$ cat config.mk
export PLATFORM = sky130hd
export DESIGN_NAME = imm_encoder
export DESIGN_NICKNAME = d
export VERILOG_FILES = /design/src/rtl/imm_pkg.sv /design/src/rtl/imm_rot_check.sv /design/src/rtl/imm_encoder.sv
export SDC_FILE = /design/constraint.sdc
export NUM_CORES = 1
export LEC_CHECK = 0
export BUFFER_PORTS_ARGS = -buffer_cell sky130_fd_sc_hd__buf_2
export CORE_ASPECT_RATIO = 0.8
export CORE_MARGIN = 2
export CORE_UTILIZATION = 51
export CTS_BUF_LIST = sky130_fd_sc_hd__clkbuf_8
export CTS_CLUSTER_DIAMETER = 40
export DETAILED_ROUTE_END_ITERATION = 10
export PLACE_DENSITY = 0.84
export SLEW_MARGIN = 20
export SYNTH_ARGS = -nofsm -noshare
export SYNTH_HDL_FRONTEND = slang
export SYNTH_SLANG_ARGS = --single-unit
$ cat constraint.sdc
create_clock -name clk -period 2.7 [get_ports clk]
set_input_delay 0.27 -clock clk [delete_from_list [all_inputs] [get_ports clk]]
set_output_delay 0.27 -clock clk [all_outputs]
set_load 0.01 [all_outputs]
$ cat src/rtl/imm_pkg.sv
// Shared immediate-format encodings and encoder FSM states.
// The imm_src codes must stay in step with the datapath's immediate extender.
package imm_pkg;

  localparam logic [1:0] IMM_DP  = 2'b00;
  localparam logic [1:0] IMM_MEM = 2'b01;
  localparam logic [1:0] IMM_BR  = 2'b10;
  localparam logic [1:0] IMM_BAD = 2'b11;

  typedef enum logic [1:0] {
    S_IDLE   = 2'b00,
    S_SEARCH = 2'b01,
    S_FINISH = 2'b10
  } imm_state_t;

endpackage

$ cat src/rtl/imm_rot_check.sv
// Tests a single rotate candidate: value ROL (2*rot) must fit in eight bits.
module imm_rot_check (
  input  logic [31:0] value,
  input  logic [3:0]  rot,
  output logic        match,
  output logic [7:0]  imm8
);

  logic [4:0]  w_shamt;
  logic [63:0] w_dbl;
  logic [31:0] w_rol;

  assign w_shamt = {rot, 1'b0};
  // Upper half of the doubled word shifted left is the 32-bit rotate-left.
  assign w_dbl   = {value, value} << w_shamt;
  assign w_rol   = w_dbl[63:32];
  assign match   = (w_rol[31:8] == 24'd0);
  assign imm8    = w_rol[7:0];

endmodule

$ cat src/rtl/imm_encoder.sv
// Encodes a constant or byte offset into the 24-bit instruction immediate field,
// searching data-processing rotations one candidate per cycle.
module imm_encoder
  import imm_pkg::*;
(
  input  logic        clk,
  input  logic        reset_n,
  input  logic        start,
  input  logic [1:0]  imm_src,
  input  logic [31:0] value,
  output logic        busy,
  output logic        done,
  output logic        ok,
  output logic [23:0] field
);

  imm_state_t  r_state;
  logic [3:0]  r_rot;
  logic [1:0]  r_src;
  logic [31:0] r_value;
  logic        r_ok;
  logic [23:0] r_field;

  logic        w_match;
  logic [7:0]  w_imm8;
  logic        w_mem_ok;
  logic        w_br_ok;

  imm_rot_check u_rot_check (
    .value (r_value),
    .rot   (r_rot),
    .match (w_match),
    .imm8  (w_imm8)
  );

  assign w_mem_ok = (r_value[31:12] == 20'd0);
  // Branch offset must be word aligned and sign-extend cleanly from bit 25.
  assign w_br_ok  = (r_value[1:0] == 2'b00) &&
                    ((&r_value[31:25]) || !(|r_value[31:25]));

  always_ff @(posedge clk or negedge reset_n) begin
    if (!reset_n) begin
      r_state <= S_IDLE;
      r_rot   <= 4'd0;
      r_src   <= 2'b00;
      r_value <= 32'd0;
      r_ok    <= 1'b0;
      r_field <= 24'd0;
    end else begin
      case (r_state)
        S_IDLE: begin
          if (start) begin
            r_state <= S_SEARCH;
            r_rot   <= 4'd0;
            r_src   <= imm_src;
            r_value <= value;
            r_ok    <= 1'b0;
            r_field <= 24'd0;
          end
        end
        S_SEARCH: begin
          case (r_src)
            IMM_DP: begin
              if (w_match) begin
                r_ok    <= 1'b1;
                r_field <= {12'd0, r_rot, w_imm8};
                r_state <= S_FINISH;
              end else if (r_rot == 4'd15) begin
                r_ok    <= 1'b0;
                r_field <= 24'd0;
                r_state <= S_FINISH;
              end else begin
                r_rot   <= r_rot + 4'd1;
              end
            end
            IMM_MEM: begin
              r_ok    <= w_mem_ok;
              r_field <= w_mem_ok ? {12'd0, r_value[11:0]} : 24'd0;
              r_state <= S_FINISH;
            end
            IMM_BR: begin
              r_ok    <= w_br_ok;
              r_field <= w_br_ok ? r_value[25:2] : 24'd0;
              r_state <= S_FINISH;
            end
            default: begin
              r_ok    <= 1'b0;
              r_field <= 24'd0;
              r_state <= S_FINISH;
            end
          endcase
        end
        S_FINISH: r_state <= S_IDLE;
        default:  r_state <= S_IDLE;
      endcase
    end
  end

  assign busy  = (r_state == S_SEARCH);
  assign done  = (r_state == S_FINISH);
  assign ok    = r_ok;
  assign field = r_field;

endmodule
[Word-level counts from Yosys, hierarchy flattened]
Cells that the tools add are included.
Word-level totals
  bits in writable memories: 0
  memories: 0
  logic and storage cells: 55
  input bits: 37
  ROM bits: 0
  register bits after elaboration: 65
  bits in latches: 0
Cells by class
  shift operators: 1
  bitwise operators: 0
  multipliers: 0
  eq/ne operators: 10
  magnitude comparators: 0
  divide/modulo/power cells: 0
  add/subtract/negate cells: 1
  mux-type cells: 22
  reduce and logical (&&, ||, !) cells: 15
Operator list (number)
  2-to-1 mux 24 bit: 4
  case mux 24 bit (3 select lines): 1
  left shift 64 x 5 -> 64 bit: 1
  case mux 24 bit (2 select lines): 1
  zero test 24 bit: 1
  zero test 20 bit: 1
  2-to-1 mux 4 bit: 4
  2-to-1 mux 12 bit: 1
  2-to-1 mux 2 bit: 4
  case mux 4 bit (2 select lines): 1
  AND reduction 7 bit: 1
  OR reduction 7 bit: 1
  zero test 2 bit: 3
  inequality test 2 bit, second input constant: 3
  AND reduction 5 bit: 1
  adder 4 x 1 -> 4 bit, second input constant: 1
  equality test 2 x 1 -> 1 bit, second input constant: 2
  equality test 2 bit, second input constant: 2
  equality test 4 bit, second input constant: 1
  inequality test 4 x 3 -> 1 bit, second input constant: 1
  case mux 2 bit (2 select lines): 1
  AND reduction 2 bit: 2
  2-to-1 mux 1 bit: 3
  case mux 1 bit (3 select lines): 1
  7 further kinds: 7

[Depth between registers and ports, before layout]
  depth after elaboration: 7
  gate-level depth with buffers: 13
  gate-level depth less buffers: 8

[By module]
Synthesis repeated with hierarchy kept, for this count alone.
Second synthesis, totals
  cells, all modules: 384
  area total of the unflattened synthesis: 4244.1 sq um
Modules (own cells, without submodules)
  imm_encoder: area an instance 2806.4 sq um, sequential area each 1626.6 sq um, instances 1, cells an instance 198
  imm_rot_check: area an instance 1437.6 sq um, sequential area each 0.0 sq um, instances 1, cells an instance 186

[Least setup slack after synthesis]
Ideal clock, no wire load.
  path kind: register -> register
  from: register r_rot[0]
  to: register r_field[23], in the netlist field[23]
  cell stages (with the launch flop): 12
  setup time: 121 ps
  data required time: 2579 ps
  setup slack: 203 ps
  clock period less this slack: 2497 ps
  arrival time: 2376 ps
  cells stage by stage: dfrtp_1 -> buf_6 -> buf_6 -> nor3_1 -> a21oi_1 -> a2111oi_2 -> a31oi_1 -> o32a_1 -> o21ai_4 -> nand2_4 -> buf_6 -> a22o_1
On the way
  longest elaborated chain between the ends: 5
  elaborated cells between the ends (all ways): 8
  classes of those cells: eq/ne: 2; shift: 1; mux: 3; reduce/logical: 2
RTL lines
  start, declared: RTL line imm_encoder.sv:18  | logic [3:0] r_rot;
  start signal, assigned: RTL line imm_encoder.sv:73  | r_rot <= r_rot + 4'd1;
  left shift 64 x 5 -> 64 bit: RTL line imm_rot_check.sv:15  | assign w_dbl = {value, value} << w_shamt;
  zero test 24 bit: RTL line imm_rot_check.sv:17  | assign match = (w_rol[31:8] == 24'd0);
  2-to-1 mux 24 bit: RTL line imm_encoder.sv:64  | if (w_match) begin
  case mux 24 bit (3 select lines): RTL line imm_encoder.sv:62  | case (r_src)
  case mux 24 bit (2 select lines): RTL line imm_encoder.sv:50  | case (r_state)
  end signal, assigned: RTL line imm_encoder.sv:66  | r_field <= {12'd0, r_rot, w_imm8};
  end signal, assigned: RTL line imm_encoder.sv:78  | r_field <= w_mem_ok ? {12'd0, r_value[11:0]} : 24'd0;
  end signal, assigned: RTL line imm_encoder.sv:83  | r_field <= w_br_ok ? r_value[25:2] : 24'd0;
  end, declared: RTL line imm_encoder.sv:22  | logic [23:0] r_field;
Several ways; a longest one is shown, not always the timed one.
A chain may end at the register's enable or synchronous reset.

[Worst setup path in the final report]
  from: register r_rot[0]
  to: register r_field[12], in the netlist field[12]
The elaborated chain is that of the path after synthesis.

==> impl_metrics.csv <==
group,metric,value,unit
outcome,status,"finished, violations left",
outcome,violations,"negative setup slack",
layout,fin_cells,639,
floorplan,core,8520,um2
timing,relSlewSlack,42.5,%
clock_tree,cts_tree,"built",
pwr,ir_worst_vdd,0.754,mV
synthesis,yosys.area.top_type_share,36.3,%
layout,fin_util,65.0,%
synthesis,yosys_warnings,0,
placement,placedCellCount,620,
layout,drive_gt1_share,42.9,%
clock_tree,cts_root_buf,"clkbuf_8",
clock_tree,h-tree-depth,3,
route,drt_iter0_drc,541,
global_routing,grt_max_degree,50,
placement,place_ws,0.00792,ns
global_routing,grt_usage,31.4,%
route,via_count,4225,
job,drv_cap,0,
timing,period_minus_slack,2.81,ns
synthesis,synth-main-ff-cell,"dfrtp_1",
setup_path,cp-end-kind,"flip-flop",
clock_tree,insertion_delay,0.36,ns
route,drtAntennaViolNets,0,
route,vias_per_cell,6.61,
synthesis,avgSynthCellArea,10.4,um2
timing,fin_skew,0.0115,ns
setup_path,cp_max_fo,25,
layout,most-common-layout-cells,"dfrtp_1, buf_2, buf_4",
timing,tns,-1.68,ns
route,wl,14300,um
placement,gp_congestion,1.01,
layout,fill_cells,696,
synthesis,ys_ff_latch,65,
pwr,power_density,1110,nW/um2
timing,finalHoldViolations,0,
timing,post-route-period-util,104,%
synthesis,synth_area,4480,um2
timing,tightest_slew,0.863,ns
route,drt_pre_antenna_iters,7,
setup_path,reg2reg_to,"field[12]",
route,wl_per_cell,22.4,um
synthesis,syn_nets,471,
timing,fin_ws,-0.105,ns
pwr,leakagePower,0.00235,uW
layout,syn2layout_area_growth,23.6,%
synthesis,seq_area_frac_synth,36.3,%
clock_tree,cts_buffers,9,
timing,fmaxAchievable,356,MHz
clock_tree,cts_buffer_depth,2,
setup_path,rr_worst_depth,9,
route,drcViolationCount,0,
global_routing,grt_overflow,0,
setup_path,cp-start-kind,"flip-flop",
synthesis,yosysUniqueCellTypes,53,
layout,n_antenna_cell,0,
floorplan,initial_core_util,52.6,%
floorplan,pin_count,64,
global_routing,grt_pass1_wl,22100,um
timing,hold_ws,0.0197,ns
setup_path,crit_arrival,3.05,ns
synthesis,async_flop_share,100,%
floorplan,die_h,87.9,um
setup_path,rr_startpoint,"r_rot[0]",
layout,final_nets,560,
placement,numPortBuffers,63,
setup_path,rrSetupSlack,-0.11,ns
floorplan,dieArea,9560,um2
setup_path,cp_data_required_time,2.94,ns
synthesis,synth_edf_count,0,
timing,drv_slew,0,
placement,dp_hpwl,10400,um
setup_path,critPathKind,"reg -> reg",
timing,setup-violations-final,26,
synthesis,syn-instance-count,433,
clock_tree,numClockSinks,65,
hold_path,hold_path_class,"in -> async",
global_routing,antenna_found_initial,0,
floorplan,rows,30,
floorplan,die_w,109,um
global_routing,grt_pass1_vias,4050,
timing,rsz0062_at_grt,"true",
synthesis,synth_area_leaders,"dfrtp_1, mux4_2, mux2_2",
clock_tree,clk_pin_slew,0.08,ns
synthesis,yosysTopAreaCell,"dfrtp_1",
clock_tree,ctsHoldBuffers,0,
[synthesized netlist by cell type, drive strengths merged (7+ instances only)]
master,n
o2bb2ai,13
a22o,21
mux2,42
clkbuf,25
buf,23
a31oi,12
nor2,49
mux2i,17
nor3,19
a21oi,17
dfrtp,65
o21ai,11
a211oi,13
mux4,22
nor4,7
nand2,16
[final cells by class]
| cell class | instances | area [um2] | area share (%) |
|---|---|---|---|
| sequential | 65 | 1630 | 29.4 |
| timing repair buffer | 125 | 837 | 15.1 |
| tap | 112 | 140 | 2.53 |
| clock buffer | 9 | 124 | 2.24 |
| inverter | 5 | 18.8 | 0.339 |
| clock inverter | 7 | 72.6 | 1.31 |
| multi-input combinational | 316 | 2720 | 49.1 |
[how the worst max path moves through the flow]
stage           endpoint     start  slack, ns  cells after the start
3_3_place_gp    field[0]  r_rot[0]       0.02                     12
6_report       field[12]  r_rot[0]      -0.11                      9
3_5_place_dp    field[0]  r_rot[0]      0.008                     12
4_1_cts        field[13]  r_rot[0]      -0.04                     10
5_1_grt         field[0]  r_rot[0]      -0.21                     12
2_1_floorplan  field[23]  r_rot[0]       0.20                     11
[flip-flops by register name, summed over array words and instances (netlist names)]
signal / count
field: 24
ok: 1
r_rot: 4
r_src: 2
r_state: 2
r_value: 32
[kinds of logic (layout without fill, tap and decap cells)]
group	Yosys count	in the layout	share of synthesized area, %
and+or+nand+nor	125	126	14.1
AOI/OAI and AO/OA	107	107	18.0
muxes	81	81	25.4
DFF	65	65	36.3
buffers and inverters	53	146	5.69
adders and majority gates	1	1	0.279
xor gates and xnor gates	1	1	0.195
[worst max-delay path, stage by stage (launching register included)]
cell and delay (ns):
dfrtp_2 0.46, mux4_2 0.55, or3_4 0.38, nor3_2 0.11, a31oi_1 0.07, o32a_1 0.20, buf_4 0.16, o21ai_4 0.29
nand2_8 0.18, a22o_1 0.27
[per-layer routing]
| layer | vias up | wire (um) | GRT usage [%] | share of wire, % |
|---|---|---|---|---|
| met5 | - | 0 | 0 | 0 |
| met2 | 303 | 6300 | 46.3 | 44 |
| met3 | 47 | 1750 | 8.41 | 12 |
| li1 | 1844 | - | - | - |
| met4 | 0 | 527 | 12.6 | 3.7 |
| met1 | 2031 | 5720 | 44.3 | 40 |
[what timing repair did]
| item | CTS | global route |
|---|---|---|
| setup endpoints to repair | 15 | 27 |
| hold endpoints to repair | 0 | 0 |
| buffers inserted | 0 | 2 |
| cloned | 0 | 1 |
| pin swaps | 1 | 6 |
| resized for setup | 5 | 18 |
[power by group]
part           total (uW)  switching (uW)  internal (uW)
logic                3330            1690           1640
registers            1970             716           1250
clock network         830             405            425
total                6130            2810           3320
[through the flow]
stage / cell area [um2] / power, uW
after detailed placement: 5200 / 5010
after floorplan: 4480 / 3810
after CTS: 5420 / 5880
after global routing: 5540 / 6420
after global placement: 5200 / 4930
final: 5540 / 6130
Note: power is estimated with default switching activity, not from simulation.
